File: config.mk
export PLATFORM = sky130hd
export DESIGN_NAME = ysyx_25020047_lsu
export DESIGN_NICKNAME = d
export VERILOG_FILES = /design/src/rtl/ysyx_25020047_lsu.sv
export SDC_FILE = /design/constraint.sdc
export NUM_CORES = 1
export LEC_CHECK = 0
export BUFFER_PORTS_ARGS = -buffer_cell sky130_fd_sc_hd__buf_2
export CAP_MARGIN = 20
export CORE_UTILIZATION = 54
export DETAILED_ROUTE_END_ITERATION = 10
export GPL_ROUTABILITY_DRIVEN = 0
export HOLD_SLACK_MARGIN = 0.12
export PLACE_DENSITY = 0.87
export SYNTH_ARGS = -nofsm -noshare
export SYNTH_HDL_FRONTEND = slang
export SYNTH_SLANG_ARGS = --single-unit
File: constraint.sdc
create_clock -name clk -period 2.7 [get_ports clk]
set_input_delay 0.135 -clock clk [delete_from_list [all_inputs] [get_ports clk]]
set_output_delay 0.135 -clock clk [all_outputs]
set_load 0.005 [all_outputs]
File: src/rtl/ysyx_25020047_lsu.sv
// Load/store unit: one handshaked memory transaction per instruction between EXU and WBU.
// Store data is lane-replicated with byte strobes; load data is lane-extracted and extended.
module ysyx_25020047_lsu (
  input  logic        clk,
  input  logic        rst_n,
  input  logic        in_valid,
  output logic        in_ready,
  input  logic [31:0] in_result,
  input  logic [31:0] in_wdata,
  input  logic        in_reg_wen,
  input  logic        in_read,
  input  logic        in_write,
  input  logic [1:0]  in_size,
  input  logic        in_unsigned,
  output logic        mem_req_valid,
  input  logic        mem_req_ready,
  output logic [31:0] mem_req_addr,
  output logic        mem_req_wen,
  output logic [31:0] mem_req_wdata,
  output logic [3:0]  mem_req_wmask,
  input  logic        mem_rsp_valid,
  input  logic [31:0] mem_rsp_rdata,
  output logic        out_valid,
  input  logic        out_ready,
  output logic [31:0] out_data,
  output logic        out_reg_wen,
  output logic        out_err
);

  typedef enum logic [1:0] {IDLE, REQ, WAIT, DONE} state_t;

  state_t      state, next_state;
  logic [1:0]  lane_q;
  logic [1:0]  size_q;
  logic        uns_q;
  logic        err_q;

  logic        accept;
  logic        is_mem;
  logic        bad;
  logic [31:0] st_wdata;
  logic [3:0]  st_wmask;
  logic [7:0]  byte_lane;
  logic [15:0] half_lane;
  logic [31:0] load_data;

  assign accept        = (state == IDLE) && in_valid;
  assign is_mem        = in_read | in_write;
  assign in_ready      = (state == IDLE);
  assign mem_req_valid = (state == REQ);
  assign out_valid     = (state == DONE);
  assign out_err       = err_q & (state == DONE);

  // Faults are only meaningful for memory ops; they short-circuit straight to DONE.
  always_comb begin
    bad = (in_read & in_write) | (in_size == 2'b11) |
          ((in_size == 2'b10) && (in_result[1:0] != 2'b00)) |
          ((in_size == 2'b01) && in_result[0]);
  end

  always_comb begin
    st_wdata = in_wdata;
    st_wmask = 4'hF;
    case (in_size)
      2'b00: begin
        st_wdata = {4{in_wdata[7:0]}};
        st_wmask = 4'b0001 << in_result[1:0];
      end
      2'b01: begin
        st_wdata = {2{in_wdata[15:0]}};
        st_wmask = 4'b0011 << in_result[1:0];
      end
      default: ;
    endcase
  end

  always_comb begin
    case (lane_q)
      2'd0:    byte_lane = mem_rsp_rdata[7:0];
      2'd1:    byte_lane = mem_rsp_rdata[15:8];
      2'd2:    byte_lane = mem_rsp_rdata[23:16];
      default: byte_lane = mem_rsp_rdata[31:24];
    endcase
    half_lane = lane_q[1] ? mem_rsp_rdata[31:16] : mem_rsp_rdata[15:0];
    case (size_q)
      2'b00:   load_data = uns_q ? {24'h0, byte_lane} : {{24{byte_lane[7]}}, byte_lane};
      2'b01:   load_data = uns_q ? {16'h0, half_lane} : {{16{half_lane[15]}}, half_lane};
      default: load_data = mem_rsp_rdata;
    endcase
  end

  always_ff @(posedge clk or negedge rst_n) begin
    if (!rst_n) state <= IDLE;
    else        state <= next_state;
  end

  always_comb begin
    next_state = state;
    case (state)
      IDLE: if (in_valid)      next_state = (!is_mem || bad) ? DONE : REQ;
      REQ:  if (mem_req_ready) next_state = mem_req_wen ? DONE : WAIT;
      WAIT: if (mem_rsp_valid) next_state = DONE;
      DONE: if (out_ready)     next_state = IDLE;
      default:                 next_state = IDLE;
    endcase
  end

  // Request fields are registered at accept so they stay stable under req backpressure.
  always_ff @(posedge clk or negedge rst_n) begin
    if (!rst_n) begin
      lane_q        <= 2'b00;
      size_q        <= 2'b00;
      uns_q         <= 1'b0;
      err_q         <= 1'b0;
      out_data      <= 32'h0;
      out_reg_wen   <= 1'b0;
      mem_req_addr  <= 32'h0;
      mem_req_wen   <= 1'b0;
      mem_req_wdata <= 32'h0;
      mem_req_wmask <= 4'h0;
    end else begin
      if (accept) begin
        lane_q      <= in_result[1:0];
        size_q      <= in_size;
        uns_q       <= in_unsigned;
        err_q       <= is_mem & bad;
        out_reg_wen <= in_reg_wen & ~(is_mem & bad);
        out_data    <= in_result;
        if (is_mem && !bad) begin
          mem_req_addr  <= {in_result[31:2], 2'b00};
          mem_req_wen   <= in_write;
          mem_req_wdata <= in_write ? st_wdata : 32'h0;
          mem_req_wmask <= in_write ? st_wmask : 4'h0;
        end
      end
      if ((state == WAIT) && mem_rsp_valid) out_data <= load_data;
    end
  end

endmodule

# Word-level counts from Yosys, hierarchy flattened
# Index checks and enable logic that the tools add are counted.
# word_totals
ff_bits	108
in_bits	108
word_cells	69
# classes
n_eq_ne	13
n_shift	2
mux	18
n_bitwise	9
n_reduce_logical	16
# ops
cell	n
$mux W32	5
$pmux W32 S2	2
$pmux W8 S3	1
$mux W16	1
$eq A2 B2 Y1 const B	5
$mux W2	5
$eq A2 B1 Y1 const B	4
$logic_not A2 Y1	4
$pmux W2 S4	1
$pmux W4 S2	1
$logic_and A1 B1 Y1	5
$and A1 B1 Y1	4
$mux W4	1
$ne A2 B1 Y1 const B	2
$ne A2 B2 Y1 const B	2
$or A1 B1 Y1	4
$reduce_and A4 Y1	1
$reduce_bool A2 Y1	2
$shl A1 B2 Y4 const A	1
$shl A2 B2 Y4 const A	1
$logic_not A1 Y1	2
$reduce_and A2 Y1	1
$logic_or A1 B1 Y1	1
$mux W1	1
$not A1 Y1	1

# Depth between registers and ports, before layout
# Gate-level depths: netlist of run 1.
# logic_depth
depth_word	8
mapped_depth	8
ltp_nobuf	6

# Least setup slack after synthesis of run 1
# Ideal clock, no wire load.
# synth_path
kind	flip-flop to flip-flop
from	reg state[0]
to	reg mem_req_addr[10]
arrival_time_ns	1.745
required_ns	2.573
path_slack_ns	0.827
path_stages_with_launch	8
path_buffers	2
synth_period_minus_slack_ns	1.873
path_cell_list	dfrtp_1 > inv_1 > ha_1 > and2_1 > o211ai_2 > buf_2 > buf_6 > mux2_1
# synth_between
elab_chain_len	3
# synth_rtl
item	line_no	text
from (decl)	32	state_t state, next_state;
from (signal assigned)	94	else state <= next_state;
$logic_not A2 Y1	-	
named net in_ready	7	output logic in_ready,
$logic_and A1 B1 Y1	47	assign accept = (state == IDLE) && in_valid;
$reduce_and A2 Y1 (no line)	-	
to (signal assigned)	130	mem_req_addr <= {in_result[31:2], 2'b00};
to (decl)	17	output logic [31:0] mem_req_addr,
# The timed path passes the listed nets, and every way through them passes these cells.
# A chain may end at the register's enable or synchronous reset.

# Worst setup path after layout of run 1
# layout_path
from	reg state[0]
to	reg mem_req_addr[30]
# layout_between
elab_chain_len	3
# layout_rtl
item	line_no
$logic_not A2 Y1	47
$logic_and A1 B1 Y1	47
$reduce_and A2 Y1 (no line)	-
# Every way passes these cells.

==> key figures, run 1 <==
Detailed routing
  – Drt pass-1 iters: 5
  – Final ANT Viol Nets: 0
  – Post-Route WL: 18.1 mm
  – Initial DRC Count: 476
  – Residual DRC: 0
  – Avg Vias per Cell: 5.83
  – Vias: 5531
  – Average wire per standard cell: 19.1 µm

GRT
  – Aggregate global routing overflow: 0
  – GRT Util Overall: 33.3%
  – Vias in the first global route: 5505
  – Initial antenna violation count: 0
  – Pin count of the biggest net entering global routing: 74
  – First-pass GRT wire length: 28.3 mm

Clock tree
  – CTS tree: yes
  – Post-CTS Hold Fix Bufs: 67
  – Clk sinks: 108
  – Post-CTS Setup Bufs: 0
  – CTS Root Cell: clkbuf_8
  – Max clock buf depth: 2
  – Inserted Clock Buffers: 9
  – Post-CTS sizing: 0
  – H-tree Lvls: 3
  – Worst-Skew Late Latency: 360 ps
  – Clk pin slew, worst setup/hold paths: 100 ps

Timing
  – Slew HR: 35.3%
  – Final number of hold-violating endpoints: 0
  – Fin. max-slew vios: 0
  – RSZ-0062 raised after global routing: false
  – Worst Tran Pin Value: 966 ps
  – Final period util: 83.6%
  – # setup viols final: 0
  – Period minus WS final: 2260 ps
  – Final setup TNS: 0 ps
  – Setup Skew: 6.97 ps
  – F_max: 443 MHz

Yosys
  – Seq/Total Area, Yosys: 47.7%
  – Top FF cell, synth: dfrtp_1
  – Mux cell area share after synthesis: 17.7%
  – Yosys warning total: 0
  – Avg Inst Size Synth: 10.3 µm²
  – Compound-Gate Fraction of Synth Area: 16.2%
  – Register bit total from synthesis: 108
  – Synth async-reset ratio: 100%
  – Largest family of logic cells by synthesized area: multiplexers
  – Area fraction in and, or, nand and nor cells after synthesis: 12.6%
  – Post-synth EDFFs: 0
  – Synth Area in XOR/XNOR: 0.155%
  – Post-Synth Adder-Cell Area: 0.884%
  – Mapped Area: 5660 µm²
  – Unique masters post-synth: 47
  – Synth Instances: 550

Final layout
  – Ratio of cells with drive above 1 in the final layout: 34.9%
  – Final std cells w/o fill: 948
  – Area growth syn-to-layout: 35.1%
  – Fill count: 674
  – Final instance area: 7650 µm²
  – Antenna Cells: 0
  – Number of nets in the layout: 920
  – Finished Core Util: 74.7%

Power and ir drop
  – Power Dens Cells: 908 nW/µm²
  – Worst vdd ir: 0.601 mV
  – P_leak: 3.86 nW
  – Power, Total: 6.94 mW

Placed design
  – Port Buffers: 211
  – Placed Cells incl. Taps: 866
  – Placed cell areas: 6810 µm²
  – HPWL after DPL: 11.7 mm

Worst setup path
  – Worst Path Arrival: 2500 ps
  – R2R depth: 6
  – Crit Path Category: register to register
  – Worst endpoint required time: 2940 ps
  – Highest fanout seen on the critical path: 29
  – CP Capture Type: register
  – Startpoint types: register

Job
  – Max-cap violations: 0

Die
  – Rows: 37
  – CORE AREA: 10200 µm²
  – Die W: 104 µm
  – Starting Density: 55.3%
  – Die ar.: 10900 µm²
  – IO Count: 214
  – Die Ht: 104 µm

Worst hold path
  – Hold Path Class: primary input to register
  – Hold path depth: 3

Run status
  – Run status: finished clean
cell usage in the layout (no fill, tap or decap), types with 14 or more instances in the layout:
cell type and n:
dfrtp_1 108, nand2_1 91, dlygate4sd3_1 67, o21ai_0 66, nand2b_1 14, mux2i_1 37, nand3_1 16, mux2_2 26
buf_2 210, mux2_1 28
layout make-up:
cell class | count | area (µm²) | share of cell area [%]
inverters | 7 | 26.3 | 0.344
repair buffers | 291 | 1860 | 24.4
clock inverters | 1 | 7.51 | 0.0982
clock buffers | 14 | 163 | 2.13
multi-input cells | 391 | 2710 | 35.5
flip-flops and latches | 108 | 2700 | 35.3
well taps | 136 | 170 | 2.23
per-layer routing:
layer	global-route usage (%)	part of all wire, %	vias up
met5	0	0	-
met4	22.8	6.2	0
met3	6.89	6.8	116
met2	53.2	48	340
met1	40.4	39	2618
li1	-	-	2457
state kept, by name, indices dropped and copies added (netlist names), 2 cells and up:
signal	cells
mem_req_wdata	32
size_q	2
mem_req_wmask	4
lane_q	2
mem_req_addr	30
out_data	32
state	2
synthesized netlist by cell type (2+ instances only):
cell / n / area share, %
a2111oi_2: 2 / 0.53
a21oi_1: 11 / 0.97
a221oi_1: 7 / 1.1
a22oi_1: 8 / 1.1
and2_1: 3 / 0.33
buf_2: 17 / 1.5
buf_4: 2 / 0.27
buf_6: 5 / 0.99
clkbuf_1: 20 / 1.3
dfrtp_1: 108 / 48
ha_1: 4 / 0.88
inv_1: 7 / 0.46
mux2_1: 28 / 5.6
mux2_2: 26 / 5.2
mux2i_1: 37 / 6.5
nand2_1: 92 / 6.1
nand2b_1: 14 / 1.5
nand3_1: 16 / 1.4
nand3b_1: 4 / 0.53
nor2_1: 7 / 0.46
nor2b_1: 10 / 1.1
nor3_1: 8 / 0.71
o211ai_1: 8 / 1.1
o211ai_2: 11 / 2.4
o21ai_0: 66 / 5.8
o21ai_1: 2 / 0.18
o21bai_1: 2 / 0.27
o22ai_1: 6 / 0.66
metrics by stage:
step	setup WS, ps	hold slack [ps]
floorplan	827	-161
global placement	671	312
detailed placement	513	338
CTS	482	131
global route	313	142
finish	444	148
power by group:
group          switching [mW]  leakage, nW  internal (mW)
sequential              0.499         1.36           2.37
combinational            1.64         2.42           1.51
clock                   0.543       0.0828          0.385
path summary, 6_finish.rpt:
check	start	end	slack [ps]
setup / recovery	state[0]	mem_req_addr[30]	440
hold / removal	mem_rsp_rdata[14]	out_data[14]	150
setup reg to reg	state[0]	mem_req_addr[30]	440
hold reg to reg	mem_req_wdata[23]	mem_req_wdata[23]	480
max in group asynchronous	rst_n	mem_req_wdata[23]	1520
min in group asynchronous	rst_n	mem_req_wdata[21]	460
logic make-up (layout without fill, tap and decap cells):
group                    Yosys count  in the layout
AND/OR/NAND/NOR                  157            157
XOR/XNOR                           1              1
buffers and inverters             52            313
multiplexers                      92             92
AO/OA/AOI/OAI                    135            135
flip-flops                       108            108
other                              1              2
adder cells (fa/ha/maj)            4              4
worst max-delay path: stages (launching register included):
cell and delay, ps:
dfrtp_1 420, inv_1 140, ha_1 330, and2_1 240
o211ai_4 330, buf_12 320, mux2_1 330
Power figures use the tool's default switching activity.
==> run 2, diff against run 1 <==
--- a/config.mk
+++ b/config.mk
@@ -5,13 +5,14 @@
 export SDC_FILE = /design/constraint.sdc
 export NUM_CORES = 1
 export LEC_CHECK = 0
+export ABC_AREA = 1
 export BUFFER_PORTS_ARGS = -buffer_cell sky130_fd_sc_hd__buf_2
 export CAP_MARGIN = 20
-export CORE_UTILIZATION = 54
+export CORE_UTILIZATION = 45
 export DETAILED_ROUTE_END_ITERATION = 10
 export GPL_ROUTABILITY_DRIVEN = 0
 export HOLD_SLACK_MARGIN = 0.12
-export PLACE_DENSITY = 0.87
+export PLACE_DENSITY = 0.77
 export SYNTH_ARGS = -nofsm -noshare
 export SYNTH_HDL_FRONTEND = slang
 export SYNTH_SLANG_ARGS = --single-unit
==> constraint.sdc (replaced) <==
create_clock -name clk -period 1.91 [get_ports clk]
set_input_delay 0.0955 -clock clk [delete_from_list [all_inputs] [get_ports clk]]
set_output_delay 0.0955 -clock clk [all_outputs]
set_load 0.005 [all_outputs]
==> run 2 against run 1 <==
- first-iteration DRC count grew 64%
- critical path depth is 3 higher
- via count is 12% higher
- clock skew down 1.3 ps
- fmax is 31% higher
- sequential share of layout area fell by 1.2 points
- design area grew 3.4%
- register-to-register slack got worse by 250 ps
- largest power group unchanged
- highest routed layer unchanged
==> key figures, run 2 <==
Yosys
  – Unique masters post-synth: 31
  – Synth top area share: 47.8%
  – Avg Inst Size Synth: 7.19 µm²
  – Register bit total from synthesis: 108
  – Synth async-reset ratio: 100%
  – Mapped Area: 5660 µm²
  – Top FF cell, synth: dfrtp_1
  – Most common cell in the synthesized netlist: nand2_1
  – Seq/Total Area, Yosys: 47.8%
  – Post-synth EDFFs: 0
  – Yosys warning total: 0
  – Ranking of synthesized cells by area: dfrtp_1, nand2_1, nor2_1
  – Synth Instances: 787
  – Commonest cells post-synth: nand2_1, dfrtp_1, nor2_1, o21ai_0, inv_1
  – Area leader, netlist: dfrtp_1

Final layout
  – Area growth syn-to-layout: 39.7%
  – Ratio of cells with drive above 1 in the final layout: 24.6%
  – Antenna Cells: 0
  – Commonest non-fill, non-tap cell in the layout: nand2_1
  – Largest registers: mem_req_wdata (32), out_data (32), mem_req_addr (30)
  – Finished Core Util: 65.3%
  – Number of nets in the layout: 1165
  – Final std cells w/o fill: 1226
  – Most frequent cells in the layout: nand2_1, buf_2, dfrtp_1

GRT
  – Initial antenna violation count: 0
  – GRT Util Overall: 29.0%
  – Vias in the first global route: 5829
  – Aggregate global routing overflow: 0
  – Pin count of the biggest net entering global routing: 67
  – First-pass GRT wire length: 29.3 mm

Placed design
  – HPWL after DPL: 12.5 mm
  – Port Buffers: 211
  – Placed Cells incl. Taps: 1141

Worst setup path
  – Startpoint types: register
  – Worst Path Arrival: 1950 ps
  – CP Capture Type: register
  – Highest fanout seen on the critical path: 43
  – Crit Path Category: register to register
  – Worst endpoint required time: 2140 ps

Timing
  – Slew HR: 65.3%
  – Worst Tran Pin Value: 520 ps
  – Fin. max-slew vios: 0
  – Final period util: 89.9%
  – F_max: 583 MHz
  – Final setup TNS: 0 ps
  – # setup viols final: 0
  – Period minus WS final: 1720 ps
  – Setup Skew: 5.62 ps
  – RSZ-0062 raised after global routing: false
  – Hold slack: 128 ps
  – Final number of hold-violating endpoints: 0

Detailed routing
  – Drt pass-1 iters: 5
  – Residual DRC: 0
  – Average wire per standard cell: 15.0 µm
  – Initial DRC Count: 783
  – Post-Route WL: 18.4 mm
  – Avg Vias per Cell: 5.05
  – Vias: 6196
  – Final ANT Viol Nets: 0

Worst hold path
  – Hold Path Class: primary input to register

Clock tree
  – CTS tree: yes
  – CTS Root Cell: clkbuf_16
  – Worst-Skew Late Latency: 350 ps
  – Inserted Clock Buffers: 9
  – Clk pin slew, worst setup/hold paths: 70 ps
  – Max clock buf depth: 2
  – H-tree Lvls: 3
  – Clk sinks: 108

Power and ir drop
  – P_leak: 4.43 nW
  – Power, Total: 10.8 mW
  – Power Dens Cells: 1360 nW/µm²
  – Worst vdd ir: 0.740 mV

Die
  – Starting Density: 46.7%
  – CORE AREA: 12100 µm²
  – IO Count: 214
  – Die ar.: 13000 µm²
  – Rows: 40
  – Die W: 114 µm
  – Die Ht: 114 µm

Job
  – Max-cap violations: 0

Run status
  – Run status: finished clean
[run 2: cell types whose count changed in the layout (fill, tap and decap cells not counted), moves of 14 or more]
cell,before,now
nand2b_1,14,0
nand2_1,91,351
o21ai_0,66,49
inv_1,7,46
nor2_1,7,80
mux2_2,26,0
mux2_1,28,0
a21oi_1,11,34
mux2i_1,37,0
[run 2: final timing paths]
| check | start | endpoint | slack [ps] | cells after the start |
|---|---|---|---|---|
| min | mem_rsp_rdata[12] | out_data[12] | 130 | 5 |
| max reg2reg | state[0] | out_data[5] | 190 | 9 |
| max | state[0] | out_data[5] | 190 | 9 |
| min in group asynchronous | rst_n | lane_q[1] | 260 | 2 |
| max in group asynchronous | rst_n | mem_req_addr[14] | 1020 | 3 |
| min reg2reg | mem_req_wdata[0] | mem_req_wdata[0] | 470 | 2 |
[run 2: worst max-delay path: stages (launching register included)]
cell,delay (ps)
dfrtp_1,420
inv_1,110
ha_1,170
nand2_1,100
clkinv_1,90
buf_12,200
nor2_1,100
buf_4,160
a22oi_1,150
o21ai_0,100
[run 2: per-stage QoR]
step / cell area, µm² / setup slack [ps]
after floorplan: 5660 / 194
after CTS: 7900 / 189
after global placement: 6880 / 262
after detailed placement: 6880 / 197
after global routing: 7910 / 1.37
final: 7910 / 193
[run 2: kinds of logic (layout without fill, tap and decap cells)]
group	Yosys count	after routing	synth area share [%]
compound gates	114	114	11.3
fa+ha+maj	4	4	0.884
buf+inv	97	367	7.87
flops	108	108	47.8
other cells	1	2	0.0663
simple gates	463	463	32.1
[run 2: layer usage]
metal / vias up / track usage [%] / part of all wire [%]
li1: 3000 / - / -
met1: 2840 / 39.6 / 44
met2: 313 / 45.6 / 46
met3: 43 / 4.66 / 7.1
met4: 0 / 12.8 / 3.0
met5: - / 0 / 0
[run 2: layout make-up]
| cell class | instances | area (µm²) |
|---|---|---|
| Tap cell | 168 | 210 |
| Fill cell | 1040 | 4210 |
| Inverter | 53 | 199 |
| Sequential cell | 108 | 2700 |
| Multi-Input combinational cell | 583 | 2520 |
| Clock buffer | 11 | 243 |
| Clock inverter | 5 | 85.1 |
| Timing Repair Buffer | 298 | 1950 |
[run 2: repair_timing]
item / CTS / global route
endpoints found under the setup margin: 0 / 3
buffers inserted: 0 / 0
hold buffers: 69 / 0
hold endpoints to repair: 109 / 0
gates resized for setup: 0 / 1
[run 2: power by group]
part / switching (mW) / leakage [nW] / internal, mW
Combinational: 2.69 / 2.91 / 1.99
Sequential: 0.657 / 1.36 / 3.38
Clock: 0.863 / 0.156 / 1.19
Total: 4.21 / 4.43 / 6.56
==> run 3, diff against run 2 <==
--- a/config.mk
+++ b/config.mk
@@ -8,11 +8,11 @@
 export ABC_AREA = 1
 export BUFFER_PORTS_ARGS = -buffer_cell sky130_fd_sc_hd__buf_2
 export CAP_MARGIN = 20
-export CORE_UTILIZATION = 45
+export CORE_UTILIZATION = 40
 export DETAILED_ROUTE_END_ITERATION = 10
 export GPL_ROUTABILITY_DRIVEN = 0
 export HOLD_SLACK_MARGIN = 0.12
-export PLACE_DENSITY = 0.77
+export PLACE_DENSITY = 0.7
 export SYNTH_ARGS = -nofsm -noshare
 export SYNTH_HDL_FRONTEND = slang
 export SYNTH_SLANG_ARGS = --single-unit
==> run 3 against run 2 <==
- register-to-register slack about the same
- count of clock-buffer cells in the layout grew 1
- combinational power is essentially flat
- critical path depth unchanged
- design area grew 0.73%
- critical endpoint is now mem_req_wdata[26]
==> key figures, run 3 (synthesis gave the netlist of run 2 again) <==
Run status
  – Run status: finished clean

Detailed routing
  – Post-Route WL: 18.5 mm
  – Vias: 6190
  – WL met2: 8.49 mm
  – DR top layer: met4
  – Average wire per standard cell: 14.9 µm
  – Residual DRC: 0
  – WL met3: 1.29 mm
  – Final ANT Viol Nets: 0
  – Drt pass-1 iters: 5
  – M1 wire length: 8.01 mm
  – Initial DRC Count: 528
  – Avg Vias per Cell: 4.96

GRT
  – First-pass GRT wire length: 29.4 mm
  – Vias in the first global route: 5836
  – GRT Util Overall: 25.8%
  – Pin count of the biggest net entering global routing: 109
  – Aggregate global routing overflow: 0
  – Initial antenna violation count: 0

Timing
  – Setup ws final: 128 ps
  – # setup viols final: 0
  – Setup Skew: 8.94 ps
  – Final setup TNS: 0 ps
  – RSZ-0062 raised after global routing: false
  – Period minus WS final: 1780 ps
  – Worst Tran Pin Value: 601 ps
  – Final period util: 93.3%
  – Final number of hold-violating endpoints: 0
  – F_max: 561 MHz
  – Fin. max-slew vios: 0
  – Slew HR: 59.9%

Die
  – Starting Density: 40.9%
  – Die W: 121 µm
  – Die ar.: 14600 µm²
  – Rows: 43
  – CORE AREA: 13800 µm²
  – Die Ht: 121 µm
  – IO Count: 214

Worst hold path
  – Hold Path Class: primary input to register
  – Worst hold start: in_wdata[27]
  – Hold path depth: 5
  – Min-Delay Endpoint: mem_req_wdata[27]

Clock tree
  – Inserted Clock Buffers: 9
  – Max clock buf depth: 2
  – Clk sinks: 108
  – Post-CTS Setup Bufs: 0
  – CTS tree: yes
  – H-tree Lvls: 3
  – Clk pin slew, worst setup/hold paths: 80 ps
  – Worst-Skew Late Latency: 360 ps
  – CTS Root Cell: clkbuf_16

Final layout
  – Most frequent cells in the layout: nand2_1, buf_2, dfrtp_1
  – Commonest non-fill, non-tap cell in the layout: nand2_1
  – Ratio of cells with drive above 1 in the final layout: 24.0%
  – Antenna Cells: 0
  – Area growth syn-to-layout: 40.7%
  – Number of nets in the layout: 1176
  – Largest registers: mem_req_wdata (32), out_data (32), mem_req_addr (30)

Worst setup path
  – Max incr delay on CP: 600 ps
  – Worst endpoint required time: 2220 ps
  – RR Startpoint: state[0]
  – Crit Path Category: primary input to register
  – Startpoint types: primary input
  – RR Endpoint: mem_req_addr[13]
  – CP Capture Type: register
  – Highest fanout seen on the critical path: 5
  – CP max-delay cell: dlygate4sd3_1
  – Critical Path Source: in_size[0]
  – R2R depth: 8
  – Reg-to-reg slack, setup: 190 ps
  – Worst Path Arrival: 2090 ps
  – CP cell instances: dlygate4sd3_1, buf_2, nor2_1, inv_1, nor2_2, nor4_1, dlygate4sd3_1, nand2_1, nand2_1

Power and ir drop
  – Power Dens Cells: 1320 nW/µm²
  – P_leak: 4.44 nW
  – Worst vdd ir: 0.632 mV

Job
  – Max-cap violations: 0

Placed design
  – Port Buffers: 211
  – DP Worst Slack: 204 ps
  – HPWL after DPL: 12.4 mm
==> run 3: cell count changes in the layout (fill, tap and decap cells not counted), moves of 2 or more <==
cell / before / now
dlygate4sd3_1: 69 / 82
bufinv_16: 2 / 0
clkbuf_1: 1 / 3
inv_6: 0 / 2
==> run 3: where the power goes <==
part | internal, mW | leakage [nW] | switching [mW]
Combinational | 1.99 | 2.95 | 2.71
Clock | 0.900 | 0.128 | 0.888
Sequential | 3.38 | 1.36 | 0.629
Total | 6.27 | 4.44 | 4.23
==> run 3: final cells by class <==
type / instances / area (µm²)
Timing Repair Buffer: 309 / 2050
Fill cell: 1290 / 5860
Multi-Input combinational cell: 583 / 2520
Clock inverter: 4 / 33.8
Sequential cell: 108 / 2700
Inverter: 53 / 199
Clock buffer: 12 / 236
Tap cell: 180 / 225
==> run 3: worst max path at each step <==
stage	to	slack, ps	cells after the start
finish	mem_req_wdata[26]	130	9
global route	out_data[31]	10	8
CTS	mem_req_addr[20]	170	11
detailed placement	out_data[2]	200	8
global placement	out_data[2]	250	8
floorplan	out_data[2]	190	8
==> run 3: critical path: cells and delay by family <==
family                 cells  cell delay [ps]
and+or+nand+nor            5              500
buffers and inverters      4             1490
==> run 3: per-stage QoR <==
step	cell area, µm²	hold slack, ps	power [mW]	utilization, %	std cells
CTS	7960	120	10.5	57.6	1249
global route	7960	146	11.4	57.6	1249
detailed placement	6870	226	8.54	49.7	1151
global placement	6870	224	8.48	49.7	1151
floorplan	5660	-200	6.55	-	788
finish	7960	126	10.5	57.6	1249
==> run 3: repair_timing <==
| item | CTS | global route |
|---|---|---|
| setup endpoints to repair | 0 | 1 |
| hold endpoints to repair | 196 | 0 |
| resized for setup | 0 | 1 |
| hold buffers | 82 | 0 |
==> run 3: layer usage <==
| metal | GRT usage, % | up-vias |
|---|---|---|
| li1 | - | 3025 |
| met1 | 33.9 | 2826 |
| met2 | 40.8 | 279 |
| met3 | 4.61 | 60 |
| met4 | 13.0 | 0 |
| met5 | 0 | - |
